## src/rtl/pipe_skid_stage.sv

```systemverilog
// pipe_skid_stage: valid/ready pipeline register with a 2-entry skid buffer.
// Upstream may keep issuing for one cycle after downstream back-pressure,
// and in_ready is a pure register with no combinational path from out_ready.
// A synchronous flush drops everything held and leaves a bubble with zero control.
//
// Optional build macro: PIPE_SKID_STAGE_PERF_EN
//   When defined, this adds input cnt_clr and output stall_cnt[31:0].
//   stall_cnt is a saturating count of cycles with out_valid=1 and out_ready=0.
//
// state   | meaning
// --------+---------------------------------------------------------------
// S_EMPTY | nothing held; out_valid=0, in_ready=1
// S_ONE   | main register holds the word on out_*; in_ready=1
// S_TWO   | main and skid both hold words; in_ready=0 until main drains
module pipe_skid_stage #(
  parameter int CTRL_W = 9,
  parameter int DATA_W = 126
) (
  input  logic              clk,
  input  logic              rst_n,
  input  logic              flush,
  input  logic              in_valid,
  output logic              in_ready,
  input  logic [CTRL_W-1:0] in_ctrl,
  input  logic [DATA_W-1:0] in_data,
  output logic              out_valid,
  input  logic              out_ready,
  output logic [CTRL_W-1:0] out_ctrl,
  output logic [DATA_W-1:0] out_data
`ifdef PIPE_SKID_STAGE_PERF_EN
  ,
  input  logic              cnt_clr,
  output logic [31:0]       stall_cnt
`endif
);

  localparam logic [1:0] S_EMPTY = 2'b00;
  localparam logic [1:0] S_ONE   = 2'b01;
  localparam logic [1:0] S_TWO   = 2'b10;

  logic [1:0]        state_q;
  logic [1:0]        state_d;
  logic [CTRL_W-1:0] skid_ctrl_q;
  logic [DATA_W-1:0] skid_data_q;

  logic in_xfer;
  logic out_xfer;
  logic ld_main_in;
  logic ld_main_skid;
  logic ld_skid;
  logic clr_main_ctrl;

  assign in_xfer  = in_valid & in_ready;
  assign out_xfer = out_valid & out_ready;

  // Next-state and register-load selection; flush overrides every transition
  always_comb begin
    state_d       = state_q;
    ld_main_in    = 1'b0;
    ld_main_skid  = 1'b0;
    ld_skid       = 1'b0;
    clr_main_ctrl = 1'b0;
    case (state_q)
      S_EMPTY: begin
        if (in_xfer) begin
          state_d    = S_ONE;
          ld_main_in = 1'b1;
        end
      end
      S_ONE: begin
        if (in_xfer && out_xfer) begin
          ld_main_in = 1'b1;
        end else if (in_xfer) begin
          state_d = S_TWO;
          ld_skid = 1'b1;
        end else if (out_xfer) begin
          state_d       = S_EMPTY;
          clr_main_ctrl = 1'b1;
        end
      end
      S_TWO: begin
        // in_ready is low here, so only a drain can happen
        if (out_xfer) begin
          state_d      = S_ONE;
          ld_main_skid = 1'b1;
        end
      end
      default: begin
        state_d       = S_EMPTY;
        clr_main_ctrl = 1'b1;
      end
    endcase
    if (flush) begin
      state_d       = S_EMPTY;
      ld_main_in    = 1'b0;
      ld_main_skid  = 1'b0;
      ld_skid       = 1'b0;
      clr_main_ctrl = 1'b1;
    end
  end

  // State plus registered handshake outputs, all derived from the next state
  always_ff @(posedge clk or negedge rst_n) begin
    if (!rst_n) begin
      state_q   <= S_EMPTY;
      out_valid <= 1'b0;
      in_ready  <= 1'b1;
    end else begin
      state_q   <= state_d;
      out_valid <= (state_d != S_EMPTY);
      in_ready  <= (state_d != S_TWO);
    end
  end

  // Main control register; it is zeroed whenever the stage goes empty, so a bubble carries no enables
  always_ff @(posedge clk or negedge rst_n) begin
    if (!rst_n) begin
      out_ctrl <= '0;
    end else if (clr_main_ctrl) begin
      out_ctrl <= '0;
    end else if (ld_main_in) begin
      out_ctrl <= in_ctrl;
    end else if (ld_main_skid) begin
      out_ctrl <= skid_ctrl_q;
    end
  end

  // Main datapath register; it holds its last value while the stage is empty
  always_ff @(posedge clk or negedge rst_n) begin
    if (!rst_n) begin
      out_data <= '0;
    end else if (ld_main_in) begin
      out_data <= in_data;
    end else if (ld_main_skid) begin
      out_data <= skid_data_q;
    end
  end

  // Skid register captures the word accepted in the cycle back-pressure began
  always_ff @(posedge clk or negedge rst_n) begin
    if (!rst_n) begin
      skid_ctrl_q <= '0;
      skid_data_q <= '0;
    end else if (ld_skid) begin
      skid_ctrl_q <= in_ctrl;
      skid_data_q <= in_data;
    end
  end

`ifdef PIPE_SKID_STAGE_PERF_EN
  // Saturating stall counter; a clear wins over an increment in the same cycle
  always_ff @(posedge clk or negedge rst_n) begin
    if (!rst_n) begin
      stall_cnt <= '0;
    end else if (cnt_clr) begin
      stall_cnt <= '0;
    end else if (out_valid && !out_ready && (stall_cnt != 32'hFFFF_FFFF)) begin
      stall_cnt <= stall_cnt + 32'd1;
    end
  end
`endif

  // Upstream must hold an offer steady until it is taken
  a_in_stable : assert property (@(posedge clk) disable iff (!rst_n)
    (in_valid && !in_ready && !flush) |=> (in_valid && $stable(in_ctrl) && $stable(in_data)));

  // A bubble never carries control bits
  a_bubble_ctrl : assert property (@(posedge clk) disable iff (!rst_n)
    !out_valid |-> (out_ctrl == '0));

endmodule

```

## config.mk

```make
export PLATFORM = sky130hd
export DESIGN_NAME = pipe_skid_stage
export DESIGN_NICKNAME = d
export VERILOG_FILES = /design/src/rtl/pipe_skid_stage.sv
export SDC_FILE = /design/constraint.sdc
export NUM_CORES = 1
export LEC_CHECK = 0
export ABC_AREA = 1
export CAP_MARGIN = 10
export CORE_MARGIN = 8
export CORE_UTILIZATION = 38
export CTS_CLUSTER_DIAMETER = 200
export DETAILED_ROUTE_END_ITERATION = 7
export PLACE_DENSITY = 0.66
export SYNTH_ARGS = -nofsm -noshare
export SYNTH_HDL_FRONTEND = slang
export SYNTH_SLANG_ARGS = --single-unit
```

## constraint.sdc

```tcl
create_clock -name clk -period 1.34 [get_ports clk]
set_input_delay 0.268 -clock clk [delete_from_list [all_inputs] [get_ports clk]]
set_output_delay 0.268 -clock clk [all_outputs]
set_load 0.005 [all_outputs]
```

==> qor.csv, run 1 <==
stage,metric,value,unit
run_status,status,finished with violations,
run_status,failing checks,setup timing,
floorplanning,die area,0.0371,sq mm
setup_path,Startpoint Class,flop,
cts,total CTS buffers,30,
sta,RSZ-0062 raised after global routing,yes,
sta,Hold WS,0.186,ns
route,DRT Pass-1 Iters,5,
setup_path,"Slowest-stage cell, CP",dfstp_2,
route,Routed WL,36800,um
pwr,PD cells,1620,mW/mm^2
grt,grt ovf,0,
setup_path,CP max stage delay,0.55,ns
yosys,top-area cell type share of the netlist area,57.6,%
floorplanning,io pins,277,
route,# DRC,0,
cts,CTS sink count,274,
yosys,Synth Instances,1372,
sta,relative slew slack,75.2,%
final_layout,layout overhead on the synthesized area,42.8,%
cts,clock buffer depth,3,
floorplanning,Core ar.,0.0307,sq mm
pwr,Pwr Total,27.4,mW
floorplanning,Starting Density,38.7,%
yosys,count of unique library cells instantiated by Yosys,20,
setup_path,CP Buf/Inv Count,4,
final_layout,antenna fix cells,0,
setup_path,Critical Path AT,1.97,ns
floorplanning,Chip Height,193,um
route,antenna-violating nets left,0,
pwr,leak pwr,8.71,nW
yosys,Post-Synthesis Net Count,1512,
pwr,internal power,19.4,mW
yosys,Yosys reg bits,274,
grt,Tot GR Track Use,19.1,%
place,Final HPWL DP,24100,um
grt,number of global-route vias before repair,10900,
setup_path,"reg-to-reg slack, setup",-0.20,ns
pwr,Clk pwr share,30.2,%
pwr,peak supply drop,918,uV
worst_hold_path,Worst Hold Class,in2async,
grt,first-pass GRT wire length,58200,um
final_layout,layout cells sized above 1,22.7,%
setup_path,CP Data Required Time,1.76,ns
route,post-DR vias/cell,5.06,
yosys,Ys Warns,0,
setup_path,crit path cell chain,"nand2_4, inv_4, nand3_4, buf_12, buf_16, buf_8, nand3_1, nand3_1",
cts,TritonCTS clock tree,done,
setup_path,critical path type,reg2reg,
final_layout,nets@finish,1868,
final_layout,fillcell total,2748,
flow_run,max_cap viols,0,
setup_path,maximum fanout along the worst path,7,
floorplanning,FP Rows,64,
sta,Layout Skew,0.0140,ns
sta,Max Clk Rate,0.648,GHz
place,Buffers on Ports,276,
sta,final worst slack,-0.204,ns
cts,# H-tree levels,1,
pwr,Gate power share,24.2,%
pwr,Seq pwr share,45.6,%
cts,Clock Pin Slew Worst Setup and Hold Paths,0.06,ns
cts,Clock Latency Late Sink,0.55,ns
sta,"Slew Viols, Final",0,
route,WL/cell,17.1,um
sta,min Tclk post-route,1.54,ns
setup_path,Worst setup EP type,flop,
route,1st-iter DRT viols,637,
grt,largest net degree at the start of global routing,68,
yosys,Area contributors post-synth,"dfrtp_1 58%, nand3_1 16%, nand2_1 9.9%, o21ai_0 5.5%, inv_1 4.5%",
sta,Worst-Margin Slew,0.372,ns
place,Final GP Congestion,0.769,
yosys,post-synth top area cell,dfrtp_1,
pwr,Switching Share,29.3,%
pwr,Switching Power,8.03,mW
grt,initial antenna violation count,0,
yosys,post-synthesis cell area,0.0119,sq mm
yosys,sequential area share after synthesis,57.8,%
cts,clock root buffer,clkbuf_16,
setup_path,most frequent CP cell,nand3_1,
sta,"Hold Violations, Final",0,
floorplanning,Horiz. Die Dim,193,um
route,routed via count,10900,
sta,fin crit share,115,%
yosys,syn avg cell area,8.65,sq um
setup_path,crit-path leading delay family,flip-flops,
sta,# setup viols final,305,
==> layer usage <==
metal | global-route usage (%) | share of wire [%] | up-vias
li1 | - | - | 5210
met1 | 25.2 | 43 | 5260
met2 | 31.6 | 48 | 340
met3 | 4.35 | 7.6 | 50
met4 | 4.52 | 2.0 | 0
met5 | 0 | 0 | -
==> worst reg2reg max path, delay by kind of cell (launching register included) <==
| kind | cells | cell delay (ns) |
|---|---|---|
| buffers and inverters | 4 | 0.52 |
| flip-flops | 1 | 0.55 |
| AND/OR/NAND/NOR | 4 | 0.33 |
==> worst paths after layout <==
| check | start | to | cells after the start |
|---|---|---|---|
| worst min register to register | skid_data_q[36] | skid_data_q[36] | 2 |
| worst max-delay path | in_ready | out_data[96] | 8 |
| worst max register to register | in_ready | out_data[96] | 8 |
| max in group asynchronous | rst_n | in_ready | 3 |
| min in group clk | in_data[30] | skid_data_q[30] | 3 |
| worst min-delay path | rst_n | out_data[77] | 2 |
==> cells in the final DEF, fill, tap and decap left out, types with 2 or more instances in the layout <==
cell type        netlist  routed
nand3_1              388     355
nand2_1              312     297
dfrtp_1              273     273
inv_1                142     139
clkdlybuf4s50_1        0     138
buf_2                 50     133
buf_4                 17      89
o21ai_1                6      79
o21ai_0              130      53
clkbuf_16              0      34
nand3_2                0      32
buf_12                 0      27
buf_6                  5      21
nand2_2                0      12
nand4_1               10      10
buf_16                 0       8
clkinv_2               0       7
clkbuf_1              19       7
clkbuf_8               0       7
inv_2                  3       4
o21ai_2                0       4
nand2_4                0       3
nand3_4                2       3
buf_8                  0       3
inv_4                  1       2
bufinv_16              0       2
==> power groups by stage <==
stage | Sequential (mW) | Combinational [mW] | Clock, mW
floorplan | 12.3 | 2.91 | 0
global placement | 12.5 | 6.51 | 0
detailed placement | 12.6 | 6.71 | 0
CTS | 12.4 | 6.58 | 8.49
global route | 12.8 | 7.51 | 8.79
finish | 12.5 | 6.63 | 8.27
==> per-stage QoR <==
step                setup TNS (ns)  setup WS [ns]  instances  cell area (sq um)  util, %
finish                      -38.79         -0.204       2146              17000     55.3
global route                -64.42         -0.271       2146              17000     55.3
CTS                         -43.88         -0.211       2142              16700     54.4
detailed placement         -124.36         -0.519       2025              15600     51.0
global placement           -117.06         -0.481       2025              15600     51.0
floorplan                    -6.43        -0.0557       1372              12000        -
==> synth_stat cells (all sizes together) <==
| library cell | number |
|---|---|
| nand4 | 10 |
| inv | 146 |
| clkbuf | 22 |
| dfstp | 1 |
| or2 | 1 |
| buf | 79 |
| o21ai | 136 |
| nand3 | 390 |
| nand2 | 312 |
| nor2 | 2 |
| dfrtp | 273 |
==> layout make-up <==
type	instances	area [sq um]	area share, %
Sequential cell	274	6860	40.5
Multi-Input combinational cell	851	4160	24.5
Timing Repair Buffer	425	3880	22.9
Clock buffer	45	898	5.30
Inverter	146	566	3.34
Tap cell	396	495	2.92
Clock inverter	9	95.1	0.561
==> logic make-up after synthesis <==
logic type             Yosys count  synth area share [%]
flip-flops                     274                  57.8
AO/OA/AOI/OAI                  136                  5.73
AND/OR/NAND/NOR                715                  27.2
buffers and inverters          247                  9.24
==> state kept, by name (all words and copies together), names as in the netlist <==
signal / flops
in_ready: 1
out_ctrl: 9
out_data: 126
out_valid: 1
skid_ctrl_q: 9
skid_data_q: 126
state_q: 2
==> what timing repair did <==
action                                 CTS  global route
pin swaps                                2             4
hold buffers                             1             0
setup endpoints to repair              396           410
buffers inserted                        58             1
cloned                                   4             3
endpoints found under the hold margin  273             0
resized for setup                      651            64
Note: power is estimated with default switching activity, not from simulation.
==> run 2: changes to the inputs <==
CAP_MARGIN = 25   (was 10)
REMOVE_ABC_BUFFERS = 1   (was not set)
==> run 2 against run 1 <==
  * The run still ends with setup timing left
  * Via count is 1.2% higher
  * Die area stayed put
  * Register-to-register slack worse by 0.09 ns
  * Design area is 3.6% higher
  * Total power is 0.45% lower
  * Clock skew is 0.00080 ns higher
  * Core utilization is 2.0 points higher
  * Flip-flop and latch count stayed put
  * Worst setup slack worse by 0.090 ns
  * Wire length is 9.8% higher
  * Clock-buffer cell count is 5 lower
  * Sequential power hardly changed
  * Critical path type unchanged
  * Largest cell class unchanged
  * Largest power group unchanged
==> qor.csv, run 2 (synthesis gave the netlist of run 1 again) <==
stage,metric,value,unit,change
place,Buffers on Ports,276,,unchanged
cts,Clock Pin Slew Worst Setup and Hold Paths,0.06,ns,about the same
floorplanning,Horiz. Die Dim,193,um,unchanged
setup_path,CP max stage delay,0.58,ns,was 0.55 ns
final_layout,register area,0.00686,sq mm,unchanged
grt,first-pass GRT wire length,60000,um,was 58200 um
setup_path,critical path type,reg2reg,,unchanged
cts,# H-tree levels,1,,unchanged
place,Final GP Congestion,0.798,,was 0.769
cts,Clock Latency Late Sink,0.55,ns,about the same
cts,clock root buffer,clkbuf_16,,unchanged
pwr,Seq pwr share,46.1,%,was 45.6%
setup_path,reg-to-reg critical path startpoint,in_ready,,unchanged
cts,total CTS buffers,29,,was 30
cts,CTS sink count,274,,unchanged
setup_path,CP Data Required Time,1.76,ns,about the same
setup_path,reg2reg end,out_data[39],,was out_data[96]
final_layout,"commonest non-fill, non-tap cell in the layout",nand3_1,,unchanged
sta,final worst slack,-0.293,ns,was -0.204 ns
final_layout,"Cell Count, Final, Fillers Out",2143,,was 2146
floorplanning,Chip Height,193,um,unchanged
sta,Layout Skew,0.0148,ns,was 0.0140 ns
route,antenna-violating nets left,0,,unchanged
grt,initial antenna violation count,3,,was 0
place,placed instance area,0.0155,sq mm,was 0.0156 sq mm
final_layout,Final Cell Area,0.0176,sq mm,was 0.0170 sq mm
grt,GR Util met3,4.39,%,was 4.35%
route,# DRC,0,,unchanged
run_status,status,finished with violations,,unchanged
run_status,failing checks,setup timing,,unchanged
place,dpl ws,-0.523,ns,was -0.519 ns
route,1st-iter DRT viols,702,,was 637
worst_hold_path,Worst Hold Class,in2async,,unchanged
pwr,Gate power share,25.6,%,was 24.2%
final_layout,biggest regs,"out_data (126), skid_data_q (126)",,unchanged
final_layout,antenna fix cells,0,,unchanged
grt,met1 Usage GRT,27.4,%,was 25.2%
pwr,Switching Power,8.12,mW,was 8.03 mW
floorplanning,FP Rows,64,,unchanged
cts,clock buffer depth,3,,unchanged
setup_path,"Slowest-stage cell, CP",dfstp_2,,unchanged
setup_path,Worst setup EP type,flop,,unchanged
final_layout,multi-input logic area,0.00433,sq mm,was 0.00416 sq mm
grt,Tot GR Track Use,20.1,%,was 19.1%
floorplanning,Core ar.,0.0307,sq mm,unchanged
flow_run,max_cap viols,0,,unchanged
sta,RSZ-0062 raised after global routing,yes,,unchanged
sta,# setup viols final,316,,was 305
grt,grt ovf,0,,unchanged
final_layout,layout cells sized above 1,23.9,%,was 22.7%
setup_path,Worst Setup SP,in_ready,,unchanged
setup_path,"reg-to-reg slack, setup",-0.29,ns,was -0.20 ns
setup_path,CP endpoint,out_data[39],,was out_data[96]
pwr,internal power,19.2,mW,was 19.4 mW
sta,"Hold Violations, Final",0,,unchanged
final_layout,nets@finish,1874,,was 1868
sta,Worst-Margin Slew,0.374,ns,was 0.372 ns
final_layout,fillcell total,2686,,was 2748
route,Routed WL,40400,um,was 36800 um
grt,largest net degree at the start of global routing,54,,was 68
setup_path,Critical Path AT,2.06,ns,was 1.97 ns
grt,met2 Use GR,31.7,%,was 31.6%
pwr,Switching Share,29.8,%,was 29.3%
floorplanning,die area,0.0371,sq mm,unchanged
sta,min Tclk post-route,1.63,ns,was 1.54 ns
grt,busiest grt layer,met2,,unchanged
floorplanning,io pins,277,,unchanged
setup_path,FF-to-FF path depth,8,,unchanged
cts,TritonCTS clock tree,done,,unchanged
sta,fin crit share,122,%,was 115%
sta,"Slew Viols, Final",0,,unchanged
pwr,leak pwr,8.95,nW,was 8.71 nW
sta,relative slew slack,75.1,%,was 75.2%
route,post-DR vias/cell,5.13,,was 5.06
setup_path,Startpoint Class,flop,,unchanged
sta,Max Clk Rate,0.612,GHz,was 0.648 GHz
place,Cells after DPL,2019,,was 2025
pwr,Clk pwr share,28.3,%,was 30.2%
final_layout,"commonest non-fill, non-tap cells in the layout","327 x nand3_1, 298 x nand2_1, 273 x dfrtp_1",,"was 355 x nand3_1, 297 x nand2_1, 273 x dfrtp_1"
pwr,PD cells,1550,mW/mm^2,was 1620 mW/mm^2
setup_path,crit path cell chain,"nand2_4, inv_4, nand3_4, buf_12, buf_12, clkbuf_16, nand3_1, nand3_1",,"was nand2_4, inv_4, nand3_4, buf_12, buf_16, buf_8, nand3_1, nand3_1"
pwr,peak supply drop,907,uV,was 918 uV
final_layout,layout overhead on the synthesized area,48.0,%,was 42.8%
route,routed via count,11000,,was 10900
route,DRT Pass-1 Iters,5,,unchanged
floorplanning,Starting Density,38.7,%,unchanged
setup_path,maximum fanout along the worst path,13,,was 7
place,Final HPWL DP,24100,um,about the same
route,WL/cell,18.8,um,was 17.1 um
grt,number of global-route vias before repair,10800,,was 10900
[run 2: cell count changes in the layout (fill, tap and decap cells not counted), moves of 4 or more]
cell / change
buf_8: +4
o21ai_1: -48
clkinv_2: -6
o21ai_0: +51
nand3_4: +5
buf_4: -20
buf_16: +9
nand3_1: -28
clkbuf_16: +9
nand3_2: +23
[run 2: power by group through the flow]
| stage | Clock (mW) | Sequential (mW) | Combinational [mW] |
|---|---|---|---|
| floorplan | 0 | 12.3 | 2.78 |
| global placement | 0 | 12.5 | 6.56 |
| detailed placement | 0 | 12.6 | 6.76 |
| CTS | 7.89 | 12.4 | 6.57 |
| global route | 8.21 | 12.9 | 7.86 |
| finish | 7.72 | 12.6 | 7.00 |
[run 2: critical path, delay by kind of cell, from the launching register on]
| family | cells | cell delay, ns |
|---|---|---|
| buf+inv | 4 | 0.58 |
| flops | 1 | 0.58 |
| simple gates | 4 | 0.33 |
[run 2: what timing repair did]
item / CTS / global route
endpoints found under the hold margin: 270 / 0
setup endpoints to repair: 410 / 404
pin swaps: 5 / 23
gates resized for setup: 616 / 124
hold buffers: 1 / 0
setup buffers: 51 / 5
gates cloned: 12 / 15
[run 2: cell type report]
cell class              count  area share [%]
repair buffers            432            25.2
clock inverters             4           0.420
multi-input cells         851            24.6
well taps                 396            2.82
flip-flops and latches    274            39.0
inverters                 146            3.33
clock buffers              40            4.59
[run 2: worst min path at each step]
stage,slack [ns],endpoint
after floorplan,-0.03,out_ctrl[0]
after global placement,0.18,skid_data_q[120]
after detailed placement,0.18,skid_data_q[120]
after CTS,0.21,out_data[66]
after global routing,0.23,out_data[66]
final,0.22,skid_data_q[120]
[run 2: metal layers]
layer | vias to the layer above | part of all wire [%]
met5 | - | 0.079
met4 | 6 | 2.8
met3 | 71 | 7.4
met2 | 387 | 47
met1 | 5321 | 43
li1 | 5208 | -
[run 2: per-stage QoR]
step	setup TNS (ns)	total power [mW]	utilization (%)	hold slack, ns
after floorplan	-1152.05	15.1	-	-0.0276
after global placement	-125.73	19.1	50.7	0.184
after detailed placement	-125.27	19.3	50.7	0.183
after CTS	-53.43	26.9	54.7	0.211
after global routing	-76.48	29.0	57.3	0.234
final	-54.09	27.3	57.3	0.220
==> run 3: changes to the inputs <==
ABC_CLOCK_PERIOD_IN_PS = 1340   (was not set)
==> results of run 3 <==
Final layout, timing and power as in run 2 (identical DEF).
